### src/rtl/image_op_scheduler_pkg.sv
// Shared encodings for the image operation scheduler: operation codes,
// controller states and the operation-to-select decode.
package image_pkg;

    localparam logic [2:0] OP_PASS = 3'd0;
    localparam logic [2:0] OP_INC  = 3'd1;
    localparam logic [2:0] OP_DEC  = 3'd2;
    localparam logic [2:0] OP_THR  = 3'd3;
    localparam logic [2:0] OP_INV  = 3'd4;

    typedef enum logic [1:0] {
        ST_IDLE,
        ST_RESTART,
        ST_RUN,
        ST_GAP
    } state_t;

    // Bit order matches {invert, threshold, decreaseBrightness, increaseBrightness}
    function automatic logic [3:0] op_onehot(input logic [2:0] op);
        case (op)
            OP_INC:  op_onehot = 4'b0001;
            OP_DEC:  op_onehot = 4'b0010;
            OP_THR:  op_onehot = 4'b0100;
            OP_INV:  op_onehot = 4'b1000;
            default: op_onehot = 4'b0000;
        endcase
    endfunction

endpackage

### src/rtl/image_op_scheduler_button_debounce.sv
// Push-button debouncer: the level follows the raw input only after it has
// disagreed for DEBOUNCE_CYCLES consecutive samples; rise_pulse marks a 0->1 change.
module button_debounce #(
    parameter int DEBOUNCE_CYCLES = 16
) (
    input  logic HCLK,
    input  logic HRESET,
    input  logic raw_in,
    output logic level_out,
    output logic rise_pulse
);

    localparam int CW = $clog2(DEBOUNCE_CYCLES + 1);

    logic [CW-1:0] cnt_reg;
    logic          level_reg;
    logic          rise_reg;

    always_ff @(posedge HCLK) begin
        if (HRESET) begin
            cnt_reg   <= '0;
            level_reg <= 1'b0;
            rise_reg  <= 1'b0;
        end else begin
            rise_reg <= 1'b0;
            if (raw_in == level_reg) begin
                cnt_reg <= '0;
            end else if (cnt_reg == CW'(DEBOUNCE_CYCLES - 1)) begin
                level_reg <= raw_in;
                rise_reg  <= raw_in;
                cnt_reg   <= '0;
            end else begin
                cnt_reg <= cnt_reg + 1'b1;
            end
        end
    end

    assign level_out  = level_reg;
    assign rise_pulse = rise_reg;

endmodule

### src/rtl/image_op_scheduler.sv
// Frame-level controller for image_read: queues debounced button requests,
// grants one per frame round-robin and sequences reset/run/gap around each frame.
module image_op_scheduler
    import image_pkg::*;
#(
    parameter int DEBOUNCE_CYCLES    = 16,
    parameter int RESTART_LOW_CYCLES = 4,
    parameter int GAP_CYCLES         = 8,
    parameter int FRAME_TIMEOUT      = 65535,
    parameter int CNT_W              = 16
) (
    input  logic             HCLK,
    input  logic             HRESET,
    input  logic             btn_increase,
    input  logic             btn_decrease,
    input  logic             btn_threshold,
    input  logic             btn_invert,
    input  logic             auto_mode,
    input  logic             frame_done,
    output logic             read_resetn,
    output logic             increaseBrightness,
    output logic             decreaseBrightness,
    output logic             threshold,
    output logic             invert,
    output logic [2:0]       active_op,
    output logic             busy,
    output logic [CNT_W-1:0] frame_count,
    output logic             timeout_err
);

    localparam int MAX_RG  = (GAP_CYCLES > RESTART_LOW_CYCLES) ? GAP_CYCLES : RESTART_LOW_CYCLES;
    localparam int TMR_MAX = (FRAME_TIMEOUT > MAX_RG) ? FRAME_TIMEOUT : MAX_RG;
    localparam int TMR_W   = $clog2(TMR_MAX + 1);

    logic [3:0] raw_vec, rise_vec, level_vec, set_vec;

    assign raw_vec = {btn_invert, btn_threshold, btn_decrease, btn_increase};

    genvar gi;
    generate
        for (gi = 0; gi < 4; gi++) begin : g_btn
            button_debounce #(.DEBOUNCE_CYCLES(DEBOUNCE_CYCLES)) u_db (
                .HCLK       (HCLK),
                .HRESET     (HRESET),
                .raw_in     (raw_vec[gi]),
                .level_out  (level_vec[gi]),
                .rise_pulse (rise_vec[gi])
            );
        end
    endgenerate

    // A rise pulse is only ever issued together with the level going high
    assign set_vec = rise_vec & level_vec;

    state_t             state_reg, state_next;
    logic [TMR_W-1:0]   tmr_reg, tmr_next;
    logic [3:0]         pending_reg, pending_next;
    logic [1:0]         rr_reg, rr_next;
    logic [2:0]         op_reg, op_next;
    logic [3:0]         sel_reg, sel_next;
    logic [CNT_W-1:0]   cnt_reg, cnt_next;
    logic               terr_reg, terr_next;
    logic               read_resetn_reg;

    logic               grant_found;
    logic [1:0]         grant_idx, cand;

    // Scan downwards so the lowest offset from the pointer wins
    always_comb begin
        grant_found = 1'b0;
        grant_idx   = rr_reg;
        cand        = rr_reg;
        for (int i = 3; i >= 0; i--) begin
            cand = rr_reg + 2'(i);
            if (pending_reg[cand]) begin
                grant_found = 1'b1;
                grant_idx   = cand;
            end
        end
    end

    always_comb begin
        state_next   = state_reg;
        tmr_next     = tmr_reg;
        pending_next = pending_reg | set_vec;
        rr_next      = rr_reg;
        op_next      = op_reg;
        sel_next     = sel_reg;
        cnt_next     = cnt_reg;
        terr_next    = terr_reg;
        case (state_reg)
            ST_IDLE: begin
                if (grant_found) begin
                    // New edge in the grant cycle re-queues the request
                    pending_next = (pending_reg & ~(4'b0001 << grant_idx)) | set_vec;
                    op_next      = {1'b0, grant_idx} + 3'd1;
                    rr_next      = grant_idx + 2'd1;
                    sel_next     = op_onehot({1'b0, grant_idx} + 3'd1);
                    state_next   = ST_RESTART;
                    tmr_next     = '0;
                end else if (auto_mode) begin
                    sel_next   = op_onehot(op_reg);
                    state_next = ST_RESTART;
                    tmr_next   = '0;
                end
            end
            ST_RESTART: begin
                if (tmr_reg == TMR_W'(RESTART_LOW_CYCLES - 1)) begin
                    state_next = ST_RUN;
                    tmr_next   = '0;
                end else begin
                    tmr_next = tmr_reg + 1'b1;
                end
            end
            ST_RUN: begin
                if (frame_done) begin
                    cnt_next   = cnt_reg + 1'b1;
                    state_next = ST_GAP;
                    tmr_next   = '0;
                end else if (tmr_reg == TMR_W'(FRAME_TIMEOUT - 1)) begin
                    terr_next  = 1'b1;
                    state_next = ST_GAP;
                    tmr_next   = '0;
                end else begin
                    tmr_next = tmr_reg + 1'b1;
                end
            end
            ST_GAP: begin
                if (tmr_reg == TMR_W'(GAP_CYCLES - 1)) begin
                    state_next = ST_IDLE;
                    tmr_next   = '0;
                end else begin
                    tmr_next = tmr_reg + 1'b1;
                end
            end
            default: begin
                state_next = ST_IDLE;
                tmr_next   = '0;
            end
        endcase
    end

    always_ff @(posedge HCLK) begin
        if (HRESET) begin
            state_reg       <= ST_IDLE;
            tmr_reg         <= '0;
            pending_reg     <= '0;
            rr_reg          <= '0;
            op_reg          <= OP_PASS;
            sel_reg         <= '0;
            cnt_reg         <= '0;
            terr_reg        <= 1'b0;
            read_resetn_reg <= 1'b0;
        end else begin
            state_reg       <= state_next;
            tmr_reg         <= tmr_next;
            pending_reg     <= pending_next;
            rr_reg          <= rr_next;
            op_reg          <= op_next;
            sel_reg         <= sel_next;
            cnt_reg         <= cnt_next;
            terr_reg        <= terr_next;
            read_resetn_reg <= (state_next == ST_RUN);
        end
    end

    assign read_resetn        = read_resetn_reg;
    assign increaseBrightness = sel_reg[0];
    assign decreaseBrightness = sel_reg[1];
    assign threshold          = sel_reg[2];
    assign invert             = sel_reg[3];
    assign active_op          = op_reg;
    assign busy               = (state_reg != ST_IDLE);
    assign frame_count        = cnt_reg;
    assign timeout_err        = terr_reg;

endmodule

### config.mk
export PLATFORM = sky130hd
export DESIGN_NAME = image_op_scheduler
export DESIGN_NICKNAME = d
export VERILOG_FILES = /design/src/rtl/image_op_scheduler_pkg.sv /design/src/rtl/image_op_scheduler_button_debounce.sv /design/src/rtl/image_op_scheduler.sv
export SDC_FILE = /design/constraint.sdc
export NUM_CORES = 1
export LEC_CHECK = 0
export ABC_AREA = 1
export ABC_CLOCK_PERIOD_IN_PS = 2500
export BUFFER_PORTS_ARGS = -buffer_cell sky130_fd_sc_hd__clkbuf_2
export CORE_ASPECT_RATIO = 0.9
export CORE_MARGIN = 4
export CORE_UTILIZATION = 27
export CTS_CLUSTER_DIAMETER = 100
export DETAILED_ROUTE_END_ITERATION = 10
export HOLD_SLACK_MARGIN = 0.1
export PLACE_DENSITY = 0.53
export SETUP_SLACK_MARGIN = 0.4
export SLEW_MARGIN = 20
export SYNTH_ARGS = -nofsm -noshare
export SYNTH_HDL_FRONTEND = slang
export SYNTH_HIERARCHICAL = 1
export SYNTH_SLANG_ARGS = --single-unit
export TNS_END_PERCENT = 10
### constraint.sdc
create_clock -name HCLK -period 2.5 [get_ports HCLK]
set_clock_uncertainty 0.1 [all_clocks]
set_input_delay 0.25 -clock HCLK [delete_from_list [all_inputs] [get_ports HCLK]]
set_output_delay 0.25 -clock HCLK [all_outputs]
set_load 0.05 [all_outputs]
# ---- Yosys cells after proc, flatten, opt, wreduce, memory -nomap -nowiden
# Index checks and enable logic that the tools add are counted.
dict set report classes {
  addsub 11
  order_cmp 4
  eq_ne 24
  n_shift 1
  mux 36
  n_bitwise 14
  reduce_logical 19
}
# operator count
set op_table {}
lappend op_table {{16-bit 2-to-1 mux} 6}
lappend op_table {{16-bit case mux with 4 select lines} 1}
lappend op_table {{16-bit by 1-bit adder with 16-bit output, second input constant} 2}
lappend op_table {{4-bit case mux with 4 select lines} 2}
lappend op_table {{3-bit OR reduction} 8}
lappend op_table {{5-bit by 1-bit adder with 5-bit output, second input constant} 4}
lappend op_table {{5-bit by 4-bit == test with 1-bit output, second input constant} 4}
lappend op_table {{2-bit 2-to-1 mux} 10}
lappend op_table {{16-bit == test, second input constant} 1}
lappend op_table {{16-bit by 2-bit == test with 1-bit output, second input constant} 1}
lappend op_table {{16-bit by 3-bit == test with 1-bit output, second input constant} 1}
lappend op_table {{4-bit 2-to-1 mux} 4}
lappend op_table {{2-bit AND reduction} 7}
lappend op_table {{3-bit by 2-bit == test with 1-bit output, second input constant} 4}
lappend op_table {{2-bit by 3-bit less-than comparator with 1-bit output, second input constant} 4}
lappend op_table {{1-bit inverter} 9}
lappend op_table {{4-bit bitwise AND} 2}
lappend op_table {{1-bit binary-select mux with 2-bit select} 4}
lappend op_table {{1-bit 2-to-1 mux} 8}
lappend op_table {{4-bit OR} 2}
lappend op_table {{2-bit case mux with 4 select lines} 1}
lappend op_table {{2-bit == test, second input constant} 3}
lappend op_table {{3-bit by 1-bit == test with 1-bit output, second input constant} 2}
lappend op_table {{3-bit == test, second input constant} 2}
lappend op_table {{11 further kinds} 17}
dict set report word_totals {
  regBits 77
  inputBits 8
  out_inout_bits 26
  word_cells 130
}

# ---- Longest topological paths before layout
# Gate-level depths: netlist of run 1.
dict set report logic_depth {
  word_depth 13
  depth_mapped 18
  mapped_depth_nobuf 18
}

# ---- Modules after synthesis
# Netlist of run 1, hierarchy kept.
# mod n_inst cells_per_inst area_per_inst_um2 seq_area_each_um2
set modules_own_cells {}
lappend modules_own_cells {image_op_scheduler 1 466 2900.3 940.9}
lappend modules_own_cells {button_debounce 4 35 290.3 140.1}

# ---- Worst setup path after synthesis of run 1
# No wires, ideal clock.
dict set report synth_timing {
  kind {register to register}
  startpoint {reg, netlist name active_op[1]}
  endpoint {reg op_reg[1] (netlist: active_op[1])}
  setup_time_ns 0.124
  arrival_time_ns 2.492
  required_ns 2.276
  setup_slack_ns -0.216
  stages_incl_launch_ff 14
  n_path_buf 0
  period_less_slack_ns 2.716
  path_cell_list {dfxtp_1 inv_1 ha_1 inv_1 nand3_1 nand2_1 inv_1 o21bai_1 nand3_1 nand2_1 inv_1 ha_1 o21ai_0 a21oi_1}
}
# element line_no
set synth_lines {}
lappend synth_lines {{end signal: assignment} image_op_scheduler.sv:159} ;# op_reg <= op_next;
lappend synth_lines {{end: declaration} image_op_scheduler.sv:59} ;# logic [2:0] op_reg, op_next;

# ---- Worst setup path in the final report of run 1
dict set report layout_timing {
  startpoint {reg op_reg[1] (netlist: active_op[1])}
  endpoint {reg sel_reg[3]}
}
dict set report layout_via {
  elab_chain_len 4
  word_cells_on_any_way 7
  classes_between {4 x eq/ne; 3 x mux}
}
# element line_no
set layout_lines {}
lappend layout_lines {{3-bit == test (tied with other cells)} image_op_scheduler_pkg.sv:20} ;# case (op)
lappend layout_lines {{4-bit case mux with 4 select lines *} image_op_scheduler_pkg.sv:20}
lappend layout_lines {{4-bit 2-to-1 mux *} image_op_scheduler.sv:101} ;# end else if (auto_mode) begin
lappend layout_lines {{4-bit 2-to-1 mux *} image_op_scheduler.sv:93} ;# if (grant_found) begin
lappend layout_lines {{end signal: assignment} image_op_scheduler.sv:160} ;# sel_reg <= sel_next;
lappend layout_lines {{end: declaration} image_op_scheduler.sv:60} ;# logic [3:0] sel_reg, sel_next;
# Every way passes the cells marked *; elsewhere a longest branch is shown, timed or not. The select of a mux whose other input is x is not followed.
# A chain may end at the register's enable or synchronous reset.

==> flow_summary.yaml, run 1 <==
status:
  status: "complete, no violations"
power_and_ir_drop:
  ir_drop_mv: 0.346
  p_leak_nw: 1.99
  powerDensity_mw_per_mm2: 792
global_routing:
  grt_overflow: 0
  grt_pass1_vias: 3434
  grt_max_degree: 32
  antenna_found_initial: 0
  grtUsageTotal_pct: 10.8
  grt_pass1_wl_um: 15500
critical_path:
  path_class: "reg -> reg"
  rr_worst_depth: 17
  crit_chain: "inv_6 > ha_4 > inv_4 > nand3_2 > nand2_2 > o21bai_4 > nand2_1 > nand2_2 > nand2_2 > inv_2 > ha_4 > inv_1 > nand2_1 > nand2_1 > nand2_1 > nand2_1 > nor2_1"
  crit_path_max_fanout: 5
  critPathSlowestCell: "dfxtp_4"
  worstPathRequired_ns: 2.63
  r2r_setup_slack_ns: 0.46
  reg2reg_from: "active_op[1]"
  end_kind: "flop"
  r2r_end: "sel_reg[3]"
  cpPeakStageDelay_ns: 0.37
  startpoint_type: "flop"
  cp.arrival_ns: 2.17
  crit_top_cell: "nand2_1"
yosys:
  avgSynthCellArea_um2: 6.70
  netlist.area_leader.share_pct: 37.0
  yosys.area.top_type: "dfxtp_1"
  synth-seq-cells: 75
  synth_area_mm2: 0.00406
  syn_nets: 633
  ys_seq_area_share_pct: 37.0
  synthCells: 606
  synthTopCellsByArea: "dfxtp_1 37%, nand2_1 14%, nor2_1 9.0%"
  yosys_warnings: 6
  synth_cell_types: 29
layout:
  regArea_mm2: 0.00151
  nets: 671
  fill_cells: 1603
  largest_reg_flops: 20
  final_common_cell: "nand2_1"
  layout_common_cells: "152 x nand2_1, 95 x nor2_1, 73 x dfxtp_1"
  antennaDiodeCount: 0
  syn_to_final_growth_pct: 19.6
  layout-drive-gt1-share_pct: 17.1
  multi_input_area_mm2: 0.00232
floorplanning:
  num_io_pins: 34
  die_y_um: 124
  fp.dieW_um: 137
  initial_utilization_pct: 27.6
  rows: 42
  core_area_mm2: 0.0147
  dieArea_mm2: 0.0171
clocking:
  clock-sinks: 75
  clk_path_buf_depth: 2
  cts_tree: "built"
  cts_buffers: 9
  clock_latency_ns: 0.33
  cts_root_buf: "clkbuf_16"
  cts.reportedPaths.clkPinSlew_ns: 0.06
  ctsHoldBuffers: 0
  htreeDepth: 3
route:
  finalWirelength_um: 8710
  post_drt_wl_per_cell_um: 10.3
  vias: 3652
  drt_first_pass_iters: 4
  ant_nets: 0
  vias_per_cell: 4.31
  route.detailed.drc: 0
  drt_iter0_markers: 139
sta:
  drv_slew: 0
  setup_violations: 0
  finalHoldViolCount: 0
  period_needed_ns: 2.04
  worst_slack_ns: 0.459
  tightest_slew_ns: 0.548
  grt_setup_unrepaired: "yes"
  timing.fmax_mhz: 490
  maxSlewHeadroom_pct: 63.4
  finalCritPeriodShare_pct: 81.6
  setup_tns_ns: 0
placement:
  portBuffers: 33
  dp_slack_ns: 0.322
  hpwl_um: 6240
  gp_congestion: 0.803
min_path:
  worstHoldPathType: "in -> reg"
  hold_path_depth: 5
  min_to: "g_btn[2].u_db/rise_pulse"
  worstHoldStart: "btn_threshold"
job:
  maxCapViolCount: 0
-- critical path: cells and delay by family (launching register included) --
kind / cells / cell delay, ns
simple gates: 10 / 0.64
fa+ha+maj: 2 / 0.45
flops: 1 / 0.37
buf+inv: 4 / 0.20
compound gates: 1 / 0.18
-- per-stage QoR --
stage	hold slack [ns]	util [%]	instances	instance area, um^2	power [W]
floorplan	0.298	-	606	4110	0.00227
global placement	0.349	30.4	826	4470	0.00251
detailed placement	0.355	30.4	826	4470	0.00251
CTS	0.167	32.4	845	4770	0.00379
global route	0.215	33.0	847	4860	0.00410
finish	0.178	33.0	847	4860	0.00385
-- power by group --
part           total, W  switching, W  internal [W]
combinational   0.00132      0.000907      0.000415
sequential      0.00130     0.0000479       0.00125
clock           0.00123      0.000492      0.000733
-- metal layers --
| metal | GRT usage (%) | up-vias | wire length [um] |
|---|---|---|---|
| li1 | - | 1993 | - |
| met2 | 16.2 | 54 | 3690 |
| met1 | 15.0 | 1593 | 4550 |
| met3 | 2.83 | 12 | 339 |
| met5 | 0 | - | 0 |
| met4 | 3.29 | 0 | 126 |
-- cell families (layout without fill, tap and decap cells) --
kind of cell	count (synthesis)	count (layout)	synth area share [%]
flip-flops	75	75	37.0
XOR/XNOR	6	6	1.29
adder cells (fa/ha/maj)	19	19	5.85
buffers and inverters	85	128	8.35
AND/OR/NAND/NOR	358	358	39.6
AO/OA/AOI/OAI	63	63	7.95
-- cell usage after synthesis (all sizes together) --
library cell	count
inv	72
xor2	2
and2	1
nand2	163
o21bai	1
nor3	7
a211oi	1
xnor2	4
clkbuf	3
o21a	1
o21ai	21
ha	19
nor2	112
nand3	68
buf	10
nor3b	1
nand4	6
a21oi	39
dfxtp	75
-- what timing repair did --
item,4_1_cts,5_1_grt
gates resized for setup,0,20
endpoints found under the setup margin,9,16
pin swaps,2,11
cloned,0,0
setup buffers,3,2
endpoints found under the hold margin,0,0
-- how the worst max path moves through the flow --
stage	endpoint	startpoint	slack [ns]	cells after the start
2_1_floorplan	sel_reg[1]	active_op[1]	0.40	15
3_3_place_gp	sel_reg[3]	active_op[1]	0.35	18
3_5_place_dp	sel_reg[3]	active_op[1]	0.32	18
4_1_cts	pending_reg[0]	rr_reg[0]	0.40	14
5_1_grt	sel_reg[3]	active_op[1]	0.34	17
6_report	sel_reg[3]	active_op[1]	0.46	17
-- final cells by class --
| class | instances | share of cell area, % |
|---|---|---|
| well taps | 198 | 5.10 |
| multi-input cells | 446 | 47.7 |
| flip-flops and latches | 75 | 31.1 |
| clock buffers | 13 | 5.38 |
| clock inverters | 3 | 0.438 |
| inverters | 72 | 5.82 |
| repair buffers | 40 | 4.48 |
(Power assumes the default switching activity.)
==> inputs of run 2 (changes only) <==
--- a/config.mk
+++ b/config.mk
@@ -6,7 +6,7 @@
 export NUM_CORES = 1
 export LEC_CHECK = 0
 export ABC_AREA = 1
-export ABC_CLOCK_PERIOD_IN_PS = 2500
+export ABC_CLOCK_PERIOD_IN_PS = 1900
 export BUFFER_PORTS_ARGS = -buffer_cell sky130_fd_sc_hd__clkbuf_2
 export CORE_ASPECT_RATIO = 0.9
 export CORE_MARGIN = 4
==> constraint.sdc (replaced) <==
create_clock -name HCLK -period 1.9 [get_ports HCLK]
set_clock_uncertainty 0.1 [all_clocks]
set_input_delay 0.19 -clock HCLK [delete_from_list [all_inputs] [get_ports HCLK]]
set_output_delay 0.19 -clock HCLK [all_outputs]
set_load 0.05 [all_outputs]
==> flow_summary.yaml, run 2 (synthesized netlist as in run 1, its figures left out) <==
sta:
  period_needed_ns: 2.03
  setup_violations: 27
  worst_slack_ns: -0.126
  timing.fmax_mhz: 494
  tightest_slew_ns: 0.584
  finalHoldViolCount: 0
  finalCritPeriodShare_pct: 107
  grt_setup_unrepaired: "yes"
  drv_slew: 0
  maxSlewHeadroom_pct: 61.0
floorplanning:
  core_area_mm2: 0.0147
  fp.dieW_um: 137
  initial_utilization_pct: 27.6
  num_io_pins: 34
  dieArea_mm2: 0.0171
  die_y_um: 124
  rows: 42
route:
  post_drt_wl_per_cell_um: 10.8
  vias_per_cell: 4.30
  route.detailed.drc: 0
  drt_iter0_markers: 238
  finalWirelength_um: 9450
  vias: 3773
  drt_first_pass_iters: 4
  ant_nets: 0
global_routing:
  grt_pass1_vias: 3556
  grt_max_degree: 32
  grtUsageTotal_pct: 11.5
  antenna_found_initial: 0
  grt_pass1_wl_um: 16300
  grt_overflow: 0
layout:
  layout_common_cells: "149 x nand2_1, 89 x nor2_1, 67 x dfxtp_1"
  largest_reg_flops: 20
  final_common_cell: "nand2_1"
  stdcell_area_mm2: 0.00532
  syn_to_final_growth_pct: 31.0
  nets: 702
  antennaDiodeCount: 0
  fill_cells: 1568
  multi_input_area_mm2: 0.00248
  layout-drive-gt1-share_pct: 26.5
  regArea_mm2: 0.00152
critical_path:
  startpoint_type: "flop"
  cp.arrival_ns: 2.20
  rr_worst_depth: 15
  reg2reg_from: "rr_reg[0]"
  path_class: "reg -> reg"
  worstPathRequired_ns: 2.08
  crit_path_max_fanout: 3
  end_kind: "flop"
  r2r_setup_slack_ns: -0.13
  r2r_end: "rr_reg[0]"
min_path:
  min_to: "g_btn[0].u_db/rise_pulse"
  worstHoldPathType: "in -> reg"
  worstHoldStart: "btn_increase"
  hold_path_depth: 5
clocking:
  htreeDepth: 3
  cts_tree: "built"
  clk_path_buf_depth: 2
  cts_root_buf: "clkbuf_16"
  clock-sinks: 75
  cts.reportedPaths.clkPinSlew_ns: 0.06
  clock_latency_ns: 0.33
  ctsHoldBuffers: 0
  cts_buffers: 9
placement:
  gp_congestion: 0.787
  dp_slack_ns: -0.127
  portBuffers: 33
  hpwl_um: 6620
  dpl_cell_area_mm2: 0.00471
job:
  maxCapViolCount: 0
status:
  status: "complete, but fails checks"
  violations: "negative setup slack"
power_and_ir_drop:
  powerDensity_mw_per_mm2: 1090
  p_leak_nw: 2.19
  ir_drop_mv: 0.560
## run 2: cell types whose count changed in the layout (fill, tap and decap cells not counted), sizes merged
cell,delta
buf,+30
clkbuf,-2
bufinv,+1
clkinv,+1
clkinvlp,-1
inv,+1
nor2,+1
## run 2: timing repair
item / 4_1_cts / 5_1_grt
pin swaps: 11 / 24
endpoints found under the setup margin: 38 / 60
gates cloned: 0 / 1
gates resized for setup: 21 / 41
setup buffers: 5 / 1
## run 2: metrics by stage
stage / util [%] / power (W) / instances / hold WS [ns] / setup TNS [ns]
6_report: 36.1 / 0.00581 / 878 / 0.116 / -2.17
5_1_grt: 36.1 / 0.00619 / 878 / 0.144 / -5.58
4_1_cts: 34.9 / 0.00561 / 876 / 0.102 / -1.64
3_5_place_dp: 32.0 / 0.00361 / 855 / 0.350 / -0.780
3_3_place_gp: 32.0 / 0.00363 / 855 / 0.347 / -0.498
2_1_floorplan: - / 0.00305 / 606 / 0.238 / -1.61
## run 2: layout make-up
type,instances,area share [%]
clock inverter,5,1.08
clock buffer,11,4.96
tap,198,4.66
multi-input combinational,447,46.7
inverter,72,5.27
sequential,75,28.5
timing repair buffer,70,8.80
## run 2: power by group
group	internal, W	total (W)	leakage, nW	switching (W)
logic	0.000904	0.00228	1.42	0.00137
registers	0.00165	0.00171	0.611	0.0000565
clock network	0.00114	0.00182	0.161	0.000688
total	0.00369	0.00581	2.19	0.00212
## run 2: worst max-delay path by stage
stage	from	end	slack [ns]
floorplan	active_op[1]	sel_reg[3]	-0.19
finish	rr_reg[0]	rr_reg[0]	-0.13
CTS	active_op[1]	sel_reg[3]	-0.1
global route	rr_reg[0]	sel_reg[3]	-0.26
global placement	active_op[1]	pending_reg[0]	-0.09
detailed placement	active_op[1]	pending_reg[0]	-0.13
## run 2: worst max-delay path, stage by stage, from the launching register on
cell      delay [ns]
dfxtp_4         0.35
inv_4           0.04
ha_4            0.27
inv_2           0.04
nand3_1         0.11
nand2_2         0.07
o21bai_4        0.18
nand2_2         0.07
nand2_2         0.07
buf_4           0.13
buf_4           0.12
buf_4           0.12
buf_4           0.12
nand3_1         0.06
nand2_1         0.07
inv_1           0.05
## run 2: per-layer routing
metal / GRT usage, % / routed length (um) / part of all wire [%] / vias to the layer above
met1: 16.2 / 4860 / 51 / 1651
li1: - / - / - / 2058
met3: 2.91 / 389 / 4.1 / 10
met5: 0 / 0 / 0 / -
met2: 17.4 / 4090 / 43 / 54
met4: 2.82 / 102 / 1.1 / 0
==> inputs of run 3 (changes only) <==
--- a/config.mk
+++ b/config.mk
@@ -6,7 +6,7 @@
 export NUM_CORES = 1
 export LEC_CHECK = 0
 export ABC_AREA = 1
-export ABC_CLOCK_PERIOD_IN_PS = 1900
+export ABC_CLOCK_PERIOD_IN_PS = 2300
 export BUFFER_PORTS_ARGS = -buffer_cell sky130_fd_sc_hd__clkbuf_2
 export CORE_ASPECT_RATIO = 0.9
 export CORE_MARGIN = 4
==> constraint.sdc (replaced) <==
create_clock -name HCLK -period 2.3 [get_ports HCLK]
set_clock_uncertainty 0.1 [all_clocks]
set_input_delay 0.23 -clock HCLK [delete_from_list [all_inputs] [get_ports HCLK]]
set_output_delay 0.23 -clock HCLK [all_outputs]
set_load 0.05 [all_outputs]
==> flow_summary.yaml, run 3 (synthesized netlist as in run 1, its figures left out) <==
min_path:
  worstHoldStart: "btn_decrease"
  worstHoldPathType: "in -> reg"
  min_to: "g_btn[1].u_db/rise_pulse"
  hold_path_depth: 5
placement:
  hpwl_um: 6380
  gp_congestion: 0.796
  portBuffers: 33
  dp_slack_ns: 0.143
  dp.cells: 827
sta:
  tightest_slew_ns: 0.575
  grt_setup_unrepaired: "yes"
  period_needed_ns: 1.97
  finalCritPeriodShare_pct: 85.7
  fin_hold_ws_ns: 0.158
  setup_tns_ns: 0
  finalHoldViolCount: 0
  maxSlewHeadroom_pct: 61.6
  setup_violations: 0
  timing.fmax_mhz: 507
  drv_slew: 0
  worst_slack_ns: 0.329
clocking:
  cts_buffers: 9
  clk_path_buf_depth: 2
  clock-sinks: 75
  clock_latency_ns: 0.33
  ctsHoldBuffers: 0
  cts_root_buf: "clkbuf_16"
  htreeDepth: 3
  cts_tree: "built"
  cts.reportedPaths.clkPinSlew_ns: 0.06
layout:
  nets: 679
  antennaDiodeCount: 0
  multi_input_area_mm2: 0.00237
  layout-drive-gt1-share_pct: 19.5
  largest_reg_flops: 20
  syn_to_final_growth_pct: 22.2
  fin_cells: 855
  regArea_mm2: 0.00151
  layout_common_cells: "149 x nand2_1, 95 x nor2_1, 73 x dfxtp_1"
  fill_cells: 1636
  final_common_cell: "nand2_1"
global_routing:
  use_met3_pct: 3.23
  grt_overflow: 0
  use_met2_pct: 16.0
  grt_pass1_wl_um: 15400
  grtUsageTotal_pct: 10.9
  antenna_found_initial: 0
  grt_pass1_vias: 3253
  grt_max_degree: 37
  gr-usage-met1_pct: 15.5
  grt.busiest_layer: "met2"
critical_path:
  r2r_end: "pending_reg[3]"
  critPathSlowestCell: "dfxtp_4"
  end_kind: "flop"
  path_class: "reg -> reg"
  r2r_setup_slack_ns: 0.33
  startpoint_type: "flop"
  worstPathRequired_ns: 2.46
  crit_path_max_fanout: 5
  reg2reg_from: "active_op[1]"
  critPathLaunch: "active_op[1]"
  crit_chain: "inv_6 > ha_4 > inv_4 > nand3_2 > nand2_2 > o21bai_4 > nand2_1 > nand2_2 > nand2_4 > inv_4 > ha_4 > o21ai_1 > nand2_1 > a21oi_1"
  crit_buf_inv: 3
  cpPeakStageDelay_ns: 0.37
  cp.arrival_ns: 2.13
  rr_worst_depth: 14
  cp_top_family: "adder cells"
status:
  status: "complete, no violations"
route:
  drt_first_pass_iters: 5
  drt_iter0_markers: 235
  post_drt_wl_per_cell_um: 10.6
  vias: 3646
  route.detailed.drc: 0
  finalWirelength_um: 9080
  vias_per_cell: 4.26
  ant_nets: 0
floorplanning:
  die_y_um: 124
  dieArea_mm2: 0.0171
  fp.dieW_um: 137
  core_area_mm2: 0.0147
  rows: 42
  initial_utilization_pct: 27.6
  num_io_pins: 34
power_and_ir_drop:
  clockPowerShare_pct: 29.8
  p_leak_nw: 2.03
  ir_drop_mv: 0.461
  p_sw_w: 0.00167
  powerDensity_mw_per_mm2: 890
  p_sw_share_pct: 37.8
  combPwrFrac_pct: 38.3
  p_int_w: 0.00275
  seq_power_share_pct: 32.0
job:
  maxCapViolCount: 0
-- run 3: cell count changes in the layout (fill, tap and decap cells not counted), moves of 3 or more --
cell / delta
nand3_4: -4
nor2_1: +6
nor2_4: -3
dfxtp_1: +6
buf_4: -21
ha_1: +4
dfxtp_2: -6
nor2_2: -3
a21oi_2: -7
ha_2: -4
a21oi_1: +7
-- run 3: area by class of cell --
type	count	share of cell area [%]
Tap cell	198	4.99
Inverter	72	5.75
Clock buffer	12	5.17
Sequential cell	75	30.4
Clock inverter	4	0.529
Timing Repair Buffer	47	5.44
Multi-Input combinational cell	447	47.7
-- run 3: worst max path at each step --
| stage | end | slack [ns] | cells after the start |
|---|---|---|---|
| after detailed placement | sel_reg[3] | 0.14 | 17 |
| after floorplan | sel_reg[3] | 0.21 | 17 |
| after CTS | sel_reg[3] | 0.32 | 17 |
| final | pending_reg[3] | 0.33 | 14 |
| after global routing | sel_reg[3] | 0.19 | 17 |
| after global placement | sel_reg[3] | 0.18 | 17 |
-- run 3: through the flow --
step           power [W]  area [um^2]  utilization (%)
2_1_floorplan    0.00252         4130                -
3_5_place_dp     0.00278         4500             30.6
6_report         0.00442         4960             33.7
5_1_grt          0.00472         4960             33.7
3_3_place_gp     0.00280         4500             30.6
4_1_cts          0.00424         4860             33.0
-- run 3: repair_timing --
action,CTS,global route
setup buffers,7,4
pin swaps,9,8
resized for setup,8,18
gates cloned,0,1
endpoints found under the setup margin,14,31
-- run 3: power groups by stage --
stage,logic (W),clock network (W),registers [W]
2_1_floorplan,0.000950,0,0.00157
3_3_place_gp,0.00134,0,0.00145
3_5_place_dp,0.00133,0,0.00146
4_1_cts,0.00146,0.00137,0.00141
5_1_grt,0.00189,0.00141,0.00142
6_report,0.00169,0.00131,0.00141
-- run 3: worst min-delay path, delay by kind of cell --
| family | cells | cell delay [ns] |
|---|---|---|
| buf+inv | 2 | 0.17 |
| simple gates | 3 | 0.15 |
-- run 3: layer usage --
layer | vias to the layer above | wire, um | part of all wire [%]
met1 | 1588 | 4840 | 53
met5 | - | 0 | 0
met3 | 2 | 303 | 3.3
li1 | 2018 | - | -
met2 | 38 | 3890 | 43
met4 | 0 | 40 | 0.44
